$ cat src/rtl/cpu_types_pkg.sv
// Shared CPU-wide scalar types used across the datapath.
package cpu_types_pkg;
   typedef logic [4:0] regbits_t;
endpackage

$ cat src/rtl/forward_pkg.sv
// Types and constants for the forwarding scoreboard and its match slices.
package forward_pkg;
   import cpu_types_pkg::regbits_t;

   typedef struct packed {
      logic     valid;
      logic     wen;
      regbits_t wsel;
      logic     is_load;
   } fwd_entry_t;

   localparam int FWD_REGFILE = 0;
endpackage

$ cat src/rtl/fwd_match.sv
// Priority match of one source operand against the in-flight shadow entries.
import cpu_types_pkg::*;
import forward_pkg::*;

module fwd_match #(
   parameter int NSTAGES    = 3,
   parameter int LOAD_READY = 2,
   parameter int SELW       = $clog2(NSTAGES + 1)
) (
   input  fwd_entry_t [NSTAGES-1:0] entries,
   input  logic                     src_valid,
   input  regbits_t                 src_reg,
   output logic [SELW-1:0]          sel,
   output logic                     load_hazard
);

   // Scan oldest to youngest so the youngest producer overwrites the result.
   always_comb begin
      sel         = SELW'(FWD_REGFILE);
      load_hazard = 1'b0;
      for (int k = NSTAGES - 1; k >= 0; k--) begin
         if (src_valid && (src_reg != '0) && entries[k].valid &&
             entries[k].wen && (entries[k].wsel == src_reg)) begin
            sel         = SELW'(k + 1);
            load_hazard = entries[k].is_load && (k < LOAD_READY);
         end
      end
   end

endmodule

$ cat src/rtl/forwarding_scoreboard.sv
// Shadow of in-flight destinations: selects forwarding sources per operand,
// raises load-use stalls and counts stalled advancing cycles.
import cpu_types_pkg::*;
import forward_pkg::*;

module forwarding_scoreboard #(
   parameter int NSTAGES    = 3,
   parameter int NSRC       = 2,
   parameter int LOAD_READY = 2,
   parameter int CNTW       = 16,
   localparam int SELW      = $clog2(NSTAGES + 1)
) (
   input  logic                   CLK,
   input  logic                   nRST,
   input  logic                   advance,
   input  logic                   issue_valid,
   input  logic                   issue_wen,
   input  regbits_t               issue_wsel,
   input  logic                   issue_is_load,
   input  logic                   flush,
   input  logic [NSRC-1:0]        src_valid,
   input  logic [NSRC*5-1:0]      src_regs,
   output logic [NSRC*SELW-1:0]   fwd_sel,
   output logic                   stall,
   output logic [CNTW-1:0]        stall_count
);

   fwd_entry_t [NSTAGES-1:0] entry_reg;
   fwd_entry_t               entry_next;
   logic [CNTW-1:0]          stall_count_reg;
   logic [NSRC-1:0]          hazard;

   genvar gi;
   generate
      for (gi = 0; gi < NSRC; gi++) begin : g_src
         fwd_match #(
            .NSTAGES    (NSTAGES),
            .LOAD_READY (LOAD_READY),
            .SELW       (SELW)
         ) u_match (
            .entries     (entry_reg),
            .src_valid   (src_valid[gi]),
            .src_reg     (src_regs[gi*5 +: 5]),
            .sel         (fwd_sel[gi*SELW +: SELW]),
            .load_hazard (hazard[gi])
         );
      end
   endgenerate

   assign stall = |hazard;

   // A stalled or flushed decode slot enters the pipe as a bubble.
   always_comb begin
      entry_next.valid   = issue_valid && !stall && !flush;
      entry_next.wen     = issue_wen;
      entry_next.wsel    = issue_wsel;
      entry_next.is_load = issue_is_load;
   end

   always_ff @(posedge CLK or negedge nRST) begin
      if (!nRST) begin
         entry_reg       <= '0;
         stall_count_reg <= '0;
      end else if (advance) begin
         for (int j = NSTAGES - 1; j > 0; j--) begin
            entry_reg[j] <= entry_reg[j-1];
         end
         entry_reg[0] <= entry_next;
         if (stall && (stall_count_reg != '1)) begin
            stall_count_reg <= stall_count_reg + CNTW'(1);
         end
      end
   end

   assign stall_count = stall_count_reg;

endmodule
$ cat config.mk
export PLATFORM = sky130hd
export DESIGN_NAME = forwarding_scoreboard
export DESIGN_NICKNAME = d
export VERILOG_FILES = /design/src/rtl/cpu_types_pkg.sv /design/src/rtl/forward_pkg.sv /design/src/rtl/fwd_match.sv /design/src/rtl/forwarding_scoreboard.sv
export SDC_FILE = /design/constraint.sdc
export NUM_CORES = 1
export LEC_CHECK = 0
export BUFFER_PORTS_ARGS = -buffer_cell sky130_fd_sc_hd__buf_2
export CAP_MARGIN = 10
export CORE_ASPECT_RATIO = 0.75
export CORE_MARGIN = 2
export CORE_UTILIZATION = 46
export CTS_CLUSTER_DIAMETER = 150
export DETAILED_ROUTE_END_ITERATION = 8
export PLACE_DENSITY = 0.72
export SLEW_MARGIN = 25
export SYNTH_ARGS = -nofsm -noshare
export SYNTH_HDL_FRONTEND = slang
export SYNTH_SLANG_ARGS = --single-unit
$ cat constraint.sdc
create_clock -name CLK -period 2.6 [get_ports CLK]
set_input_delay 0.52 -clock CLK [delete_from_list [all_inputs] [get_ports CLK]]
set_output_delay 0.52 -clock CLK [all_outputs]
set_load 0.01 [all_outputs]
==> flow_summary.ini, run 1 <==
[synth]
yosys_warnings = 0
synth.avg_cell_area_um2 = 11.5
synthCells = 194
yosysUniqueCellTypes = 36
ys_seq_area_share_pct = 43.9
syn_nets = 219
yosys_register_bits = 39
netlist_area_um2 = 2220

[sta]
whs_ns = 0.336
worstMarginPinSlew_ns = 0.837
finClkSkew_ns = 0.00999
relSlewSlack_pct = 44.2
finalCritPeriodShare_pct = 97.4
slew_violations = 0
setup-violations-final = 0
max_freq_mhz = 395
hold_viol = 0
fin_crit_ns = 2.53

[critical_path]
cp-start-kind = input port
ff2ff_path_depth = 6
cp_cell_sequence = buf_2 -> or4_4 -> o21ai_4 -> nor4_4 -> buf_4 -> o21ai_4 -> nand2_2 -> buf_2
crit_path_start = src_regs[1]
arrival_ns = 2.01
rr_endpoint = stall_count[1]$_DFFE_PN0P_
r2r_start = entry_reg[4]$_DFFE_PN0P_
cp.required_ns = 2.08
crit_type = input port to output pin
end_kind = output pin
r2r_slack_ns = 0.36
cpPeakStageDelay_ns = 0.54
path_max_fanout = 4
crit_path_top_delay_cell = or4_4
critPathCapture = stall

[power_and_ir_drop]
power.internal_mw = 0.980
powerDensity_nw_per_um2 = 508
p_clk_share_pct = 28.7
p_sw_mw = 0.384
power_mw = 1.36
p_seq_share_pct = 53.6
max-vdd-ir-drop_uv = 357
power_leakage_nw = 1.23
sw_frac_of_total_pct = 28.1
combPwrFrac_pct = 17.7

[grt]
grt_pass1_wl_mm = 8.05
overflow = 0
grt_pass1_vias = 1634
grt_max_degree = 40
antenna_found_initial = 0
grtUsageTotal_pct = 18.8

[drt]
ant_nets = 0
vias = 1618
drt_iter0_markers = 88
dr.pass1.iters = 4
drt-total-wl_mm = 4.76
via_per_inst = 5.27
wl_per_cell_um = 15.5
drc = 0

[finish]
fin_cells = 307
layout-drive-gt1-share_pct = 41.2
largest_reg_flops = 23
diodes = 0
area_growth_pct = 20.6
fillerInstances = 384
layout.nets = 274
postLayoutCoreUtil_pct = 59.0

[floorplanning]
rows = 21
core_region_area_um2 = 4550
start_util_pct = 48.9
num_io_pins = 45
die_y_um = 64.2
die_x_um = 84.3
fp.dieArea_um2 = 5410

[job]
max_cap_viol_count = 0

[placement]
io_buffer_count = 44
dp.cells = 297
detailed_place_hpwl_mm = 3.58
place.gp.congestion = 0.848

[clock_network]
cts_buffers = 5
clkSinkCount = 39
cts_tree = built
ctsHtreeMaxLevel = 2
clk_path_buf_depth = 2
root_buffer = clkbuf_8
clkSlewWorstSetupHoldPaths_ns = 0.07
clock_latency_ns = 0.28

[outcome]
outcome = complete, no violations

[worst_hold_path]
hp-class = input port to asynchronous set/reset pin
## layout by cell type, fill, tap and decap left out, drive strengths merged, types with 2 or more instances in the layout
| cell | count |
|---|---|
| mux2 | 22 |
| xor2 | 13 |
| clkbuf | 6 |
| nand3 | 8 |
| nor4 | 3 |
| and4 | 2 |
| buf | 51 |
| and3 | 2 |
| and2 | 2 |
| inv | 6 |
| or4 | 5 |
| nand2 | 18 |
| dfrtp | 39 |
| o21ai | 5 |
| a211oi | 7 |
| nand4 | 7 |
| or3 | 2 |
| o22ai | 2 |
| xnor2 | 32 |
| nor2 | 3 |
| a21oi | 5 |
## timing repair
| action | in CTS | in global routing |
|---|---|---|
| endpoints found under the setup margin | 0 | 2 |
| hold buffers | 0 | 0 |
| resized for setup | 0 | 7 |
| setup buffers | 0 | 2 |
## cell families (layout without fill, tap and decap cells)
kind of cell / after synthesis / after routing / synth area share, %
compound gates: 22 / 22 / 9.84
xor+xnor: 45 / 45 / 17.7
fa+ha+maj: 1 / 1 / 0.562
buf+inv: 9 / 65 / 1.52
flops: 39 / 39 / 43.9
mux: 22 / 22 / 11.3
simple gates: 56 / 56 / 15.2
## cell usage after synthesis (all sizes together)
library cell  count  share of area, %
a31oi             1              0.28
or3               2               1.0
nor2b             1              0.28
nand2            18               3.4
or4               5               1.7
a31o              1              0.79
nand3             8               1.8
o21ai             5               2.0
nor4              3               1.8
nand4             7               2.0
o22ai             2               1.2
nor2              3              0.51
dfrtp            39                44
nor3              1              0.22
and2              2              0.56
xor2             13               5.1
inv               6               1.0
and4              2              0.79
xnor2            32                13
mux2             22                11
a211oi            7               3.9
and3              2              0.56
ha                1              0.56
nand3b            1              0.34
or2               1              0.28
buf               1              0.17
a22oi             1              0.56
a21oi             5               1.1
clkbuf            2              0.34
## routing by layer
| metal | share of wire (%) | wire length (um) | vias up | global-route usage, % |
|---|---|---|---|---|
| met5 | 0 | 0 | - | 0 |
| met4 | 0.40 | 19 | 0 | 3.63 |
| met3 | 3.9 | 186 | 2 | 4.39 |
| met2 | 45 | 2130 | 31 | 28.6 |
| met1 | 51 | 2430 | 787 | 27.7 |
| li1 | - | - | 798 | - |
## critical path, delay by kind of cell
kind	cells	cell delay, ns
buffers and inverters	3	0.39
AO/OA/AOI/OAI	2	0.38
AND/OR/NAND/NOR	3	0.71
## stage by stage
step | setup TNS [ns] | worst slack, ns | area [um^2]
floorplan | 0 | 0.275 | 2220
global placement | 0 | 0.0638 | 2540
detailed placement | 0 | 0.0315 | 2540
CTS | 0 | 0.0290 | 2630
global route | -0.125 | -0.0723 | 2680
finish | 0 | 0.0675 | 2680
## worst min path at each step
stage          cells after the start  slack (ns)                          to                        from
2_1_floorplan                      0        0.22    entry_reg[0]$_DFFE_PN0P_                        nRST
3_3_place_gp                       1        0.47  stall_count[9]$_DFFE_PN0P_  stall_count[9]$_DFFE_PN0P_
3_5_place_dp                       1        0.47  stall_count[5]$_DFFE_PN0P_  stall_count[5]$_DFFE_PN0P_
4_1_cts                            1        0.37    entry_reg[4]$_DFFE_PN0P_                        nRST
5_1_grt                            1        0.43  stall_count[8]$_DFFE_PN0P_                        nRST
6_report                           1        0.34   entry_reg[20]$_DFFE_PN0P_                        nRST
## power groups by stage
stage	clock network (mW)	registers [mW]	logic [mW]
after floorplan	0	0.723	0.159
after global placement	0	0.738	0.227
after detailed placement	0	0.740	0.231
after CTS	0.401	0.729	0.233
after global routing	0.441	0.741	0.267
final	0.391	0.731	0.241
## area by class of cell
type	count	area, um^2	share of cell area (%)
inverter	6	22.5	0.839
multi-input combinational	146	1260	46.8
clock buffer	6	72.6	2.70
sequential	39	976	36.4
timing repair buffer	51	273	10.2
tap	57	71.3	2.66
clock inverter	2	12.5	0.466
Note: power is estimated with default switching activity, not from simulation.
==> run 2: changes to the inputs <==
- ABC_AREA: unset -> 1
- PLACE_DENSITY: 0.72 -> 0.71
==> flow_summary.ini, run 2 <==
[placement]
detailed_place_hpwl_mm = 4.55
place.gp.congestion = 1.03
io_buffer_count = 44
post_dp_cell_area_um2 = 2660

[worst_hold_path]
hp-class = input port to asynchronous set/reset pin

[sta]
fin_crit_ns = 2.35
relSlewSlack_pct = 41.3
hold_viol = 0
setup-violations-final = 0
slew_violations = 0
worstMarginPinSlew_ns = 0.880
max_freq_mhz = 425
finClkSkew_ns = 0.00624
fin_tns_setup_ns = 0
rsz0062_at_grt = false
finalCritPeriodShare_pct = 90.5

[clock_network]
holdBufCountCts = 0
cts_buffers = 5
clock_latency_ns = 0.29
clkSlewWorstSetupHoldPaths_ns = 0.08
clk_path_buf_depth = 2
cts_resized = 0
ctsHtreeMaxLevel = 2
postCtsSetupBuffers = 0
root_buffer = clkbuf_8
clkSinkCount = 39
cts_tree = built

[drt]
drc = 0
drt-total-wl_mm = 6.01
ant_nets = 0
via_per_inst = 5.22
dr.pass1.iters = 5
drt_iter0_markers = 185
vias = 2363
wl_per_cell_um = 13.3

[synth]
muxShareOfSynthArea_pct = 0
netlist_area_um2 = 2390
synth_top_family_by_area = simple AND/OR/NAND/NOR gates
synth.area.top_cells = dfrtp_1 (41%), nand2_1 (22%), inv_1 (6.3%), nand4_1 (5.2%), o21ai_0 (4.6%)
synth_simple_gate_area_share_pct = 38.7
syn_nets = 372
yosysTopAreaCellShare_pct = 40.9
synth-main-ff-cell = dfrtp_1
synth-xor-area-share_pct = 3.67
synth_compound_area_share_pct = 7.75
synth_edf_count = 0
yosys-top-cells-count = nand2_1 (143), inv_1 (40), dfrtp_1 (39), nor2_1 (23), o21ai_0 (22)
yosys_register_bits = 39
synth_fa_ha_area_share_pct = 0.524
yosys_warnings = 0
synth_area_leader_cell = dfrtp_1
synth.avg_cell_area_um2 = 6.88
ys_seq_area_share_pct = 40.9
yosysUniqueCellTypes = 29
yosysMostFrequentCell = nand2_1
synthArstFlopShare_pct = 100
synthCells = 347

[critical_path]
ff2ff_path_depth = 9
arrival_ns = 1.83
end_kind = output pin
path_max_fanout = 7
crit_type = flop to output pin
cp.required_ns = 2.08
cp-start-kind = flop

[floorplanning]
core_region_area_um2 = 4950
die_y_um = 66.4
fp.dieArea_um2 = 5790
start_util_pct = 48.2
num_io_pins = 45
die_x_um = 87.2
rows = 22

[finish]
final_common_cell = nand2_1
layout.nets = 417
postLayoutCoreUtil_pct = 56.1
largest_reg_flops = 23
layout_common_cells = nand2_1 (143), buf_2 (44), inv_1 (40), dfrtp_1 (39), nor2_1 (23)
layout-drive-gt1-share_pct = 15.8
diodes = 0
stdcell_area_um2 = 2780
area_growth_pct = 16.3

[power_and_ir_drop]
power_leakage_nw = 1.54
power_mw = 1.41
powerDensity_nw_per_um2 = 508
max-vdd-ir-drop_uv = 258

[outcome]
outcome = complete, no violations

[grt]
grt_pass1_wl_mm = 10.0
grt_max_degree = 49
grtUsageTotal_pct = 22.4
grt_pass1_vias = 2067
overflow = 0
antenna_found_initial = 0

[job]
max_cap_viol_count = 0
run 2: cell types whose count changed after synthesis, moves of 13 or more:
cell / change
inv_1: +34
mux2_2: -21
nand2_1: +126
nand4_1: +13
nor2_1: +20
o21ai_0: +20
xnor2_1: -29
run 2: power breakdown:
part,switching (mW),internal [mW]
clock,0.219,0.311
sequential,0.0399,0.647
combinational,0.129,0.0669
total,0.388,1.02
run 2: layout make-up:
type / count / area (um^2)
Sequential cell: 39 / 976
Tap cell: 60 / 75.1
Multi-Input combinational cell: 258 / 1210
Clock buffer: 6 / 82.6
Clock inverter: 2 / 35.0
Inverter: 40 / 150
Timing Repair Buffer: 48 / 250
Fill cell: 495 / 2180
run 2: metrics by stage:
step	setup WS [ns]	hold slack [ns]	instances
after floorplan	0.686	0.224	347
after global placement	0.323	0.455	445
after detailed placement	0.365	0.458	445
after CTS	0.260	0.355	453
after global routing	0.0692	0.403	453
final	0.247	0.337	453
run 2: metal layers:
metal	up-vias	part of all wire, %	GRT usage (%)
met3	8	7.5	5.74
met5	-	0	0
met1	1061	51	34.4
met2	88	40	30.0
li1	1206	-	-
met4	0	1.0	7.88
run 2: cell families after synthesis:
group | count (synthesis)
flops | 39
xor+xnor | 10
buf+inv | 50
compound gates | 34
simple gates | 213
fa+ha+maj | 1
run 2: critical path: stages (launching register included):
cell	delay, ns
dfrtp_1	0.45
inv_1	0.12
nor2_1	0.05
a21oi_1	0.17
nand3_1	0.12
nor2_1	0.17
o21ai_0	0.12
nand2_2	0.17
buf_2	0.16
run 2: worst paths after layout:
check	end	from	slack, ns
max in group asynchronous	entry_reg[21]$_DFFE_PN0P_	nRST	1.70
worst max register to register	stall_count[10]$_DFFE_PN0P_	stall_count[0]$_DFFE_PN0P_	0.53
min in group CLK	entry_reg[6]$_DFFE_PN0P_	issue_wen	0.42
worst max-delay path	stall	entry_reg[3]$_DFFE_PN0P_	0.25
worst min register to register	entry_reg[22]$_DFFE_PN0P_	entry_reg[22]$_DFFE_PN0P_	0.47
worst min-delay path	entry_reg[4]$_DFFE_PN0P_	nRST	0.34
==> run 3: changes to the inputs <==
- CORE_UTILIZATION: 46 -> 43
- PLACE_DENSITY: 0.71 -> 0.67
==> flow_summary.ini, run 3 (same netlist as run 2, synthesis figures left out) <==
[drt]
vias = 2302
dr.pass1.iters = 4
drt-total-wl_mm = 6.03
ant_nets = 0
wl_per_cell_um = 12.8
drt_iter0_markers = 159
via_per_inst = 4.89
drc = 0

[worst_hold_path]
hp-class = input port to asynchronous set/reset pin

[sta]
setup-violations-final = 0
fin_tns_setup_ns = 0
hold_viol = 0
max_freq_mhz = 423
finalCritPeriodShare_pct = 90.9
finClkSkew_ns = 0.00766
rsz0062_at_grt = false
fin_crit_ns = 2.36
relSlewSlack_pct = 42.0
slew_violations = 0
worstMarginPinSlew_ns = 0.871

[floorplanning]
fp.dieArea_um2 = 6170
die_x_um = 90.1
core_region_area_um2 = 5350
rows = 23
num_io_pins = 45
start_util_pct = 44.6
die_y_um = 68.5

[critical_path]
cp_num_buf_inv = 2
cp-start-kind = flop
crit_path_start = entry_reg[1]$_DFFE_PN0P_
cp.required_ns = 2.08
r2r_start = stall_count[0]$_DFFE_PN0P_
end_kind = output pin
crit_path_top_delay_cell = dfrtp_1
cpPeakStageDelay_ns = 0.40
cp_cell_sequence = inv_1 -> nand2_1 -> nand2_1 -> nor2_1 -> nand3_1 -> nor2_1 -> o21ai_0 -> nand2_2 -> buf_2
crit_type = flop to output pin
arrival_ns = 1.84
path_max_fanout = 9
worst_path_dominant_cell_family = simple AND/OR/NAND/NOR gates

[grt]
grtUsageTotal_pct = 20.7
antenna_found_initial = 0
grt_max_degree = 49
grt_pass1_vias = 2091
grt_pass1_wl_mm = 10.1
overflow = 0

[placement]
io_buffer_count = 44
dp.cells = 463
detailed_place_hpwl_mm = 4.61
place.gp.congestion = 0.954

[clock_network]
cts_resized = 0
root_buffer = clkbuf_8
clock_latency_ns = 0.29
clk_path_buf_depth = 2
holdBufCountCts = 0
clkSlewWorstSetupHoldPaths_ns = 0.07
ctsHtreeMaxLevel = 2
cts_buffers = 5
cts_tree = built
clkSinkCount = 39
postCtsSetupBuffers = 0

[power_and_ir_drop]
power_mw = 1.41
power_leakage_nw = 1.55
max-vdd-ir-drop_uv = 228
powerDensity_nw_per_um2 = 500

[finish]
area_growth_pct = 18.0
largest_reg_flops = 23
diodes = 0
layout.nets = 420
fin_cells = 471
final_common_cell = nand2_1
layout-drive-gt1-share_pct = 16.4
layout_common_cells = nand2_1 (143), buf_2 (44), inv_1 (40), dfrtp_1 (39), nor2_1 (23)

[job]
max_cap_viol_count = 0

[outcome]
outcome = complete, no violations
==> run 3: cell types whose count changed in the layout (fill, tap and decap cells not counted) <==
cell / change
buf_4: +3
==> run 3: path summary, 6_finish.rpt <==
kind | slack [ns] | cells past startpoint | end
setup / recovery | 0.24 | 9 | stall
hold / removal | 0.34 | 1 | entry_reg[2]$_DFFE_PN0P_
setup reg to reg | 0.58 | 9 | stall_count[12]$_DFFE_PN0P_
hold reg to reg | 0.47 | 2 | entry_reg[22]$_DFFE_PN0P_
max in group asynchronous | 1.70 | 1 | entry_reg[11]$_DFFE_PN0P_
min in group CLK | 0.43 | 3 | entry_reg[6]$_DFFE_PN0P_
==> run 3: per-stage QoR <==
step	util (%)	cell area, um^2	setup slack [ns]	hold slack [ns]
global placement	50.5	2700	0.360	0.454
detailed placement	50.5	2700	0.352	0.459
floorplan	-	2390	0.686	0.224
global route	52.7	2820	0.0650	0.403
finish	52.7	2820	0.237	0.339
CTS	52.7	2820	0.254	0.368
==> run 3: routing by layer <==
metal	global-route usage, %	vias up	wire length (um)	share of wire, %
met4	4.62	0	45	0.75
met5	0	-	0	0
met1	31.2	1034	3210	53
li1	-	1206	-	-
met3	3.91	5	367	6.1
met2	31.0	57	2410	40
==> run 3: cell type report <==
| class | instances | area [um^2] |
|---|---|---|
| Multi-Input combinational cell | 258 | 1210 |
| Timing Repair Buffer | 51 | 273 |
| Fill cell | 551 | 2530 |
| Sequential cell | 39 | 976 |
| Clock inverter | 2 | 35.0 |
| Inverter | 40 | 150 |
| Clock buffer | 6 | 82.6 |
| Tap cell | 75 | 93.8 |
==> run 3: power by group <==
group / leakage, nW / internal (mW) / switching, mW / total (mW)
combinational: 0.976 / 0.0680 / 0.132 / 0.200
clock: 0.0612 / 0.311 / 0.213 / 0.524
sequential: 0.511 / 0.647 / 0.0378 / 0.684
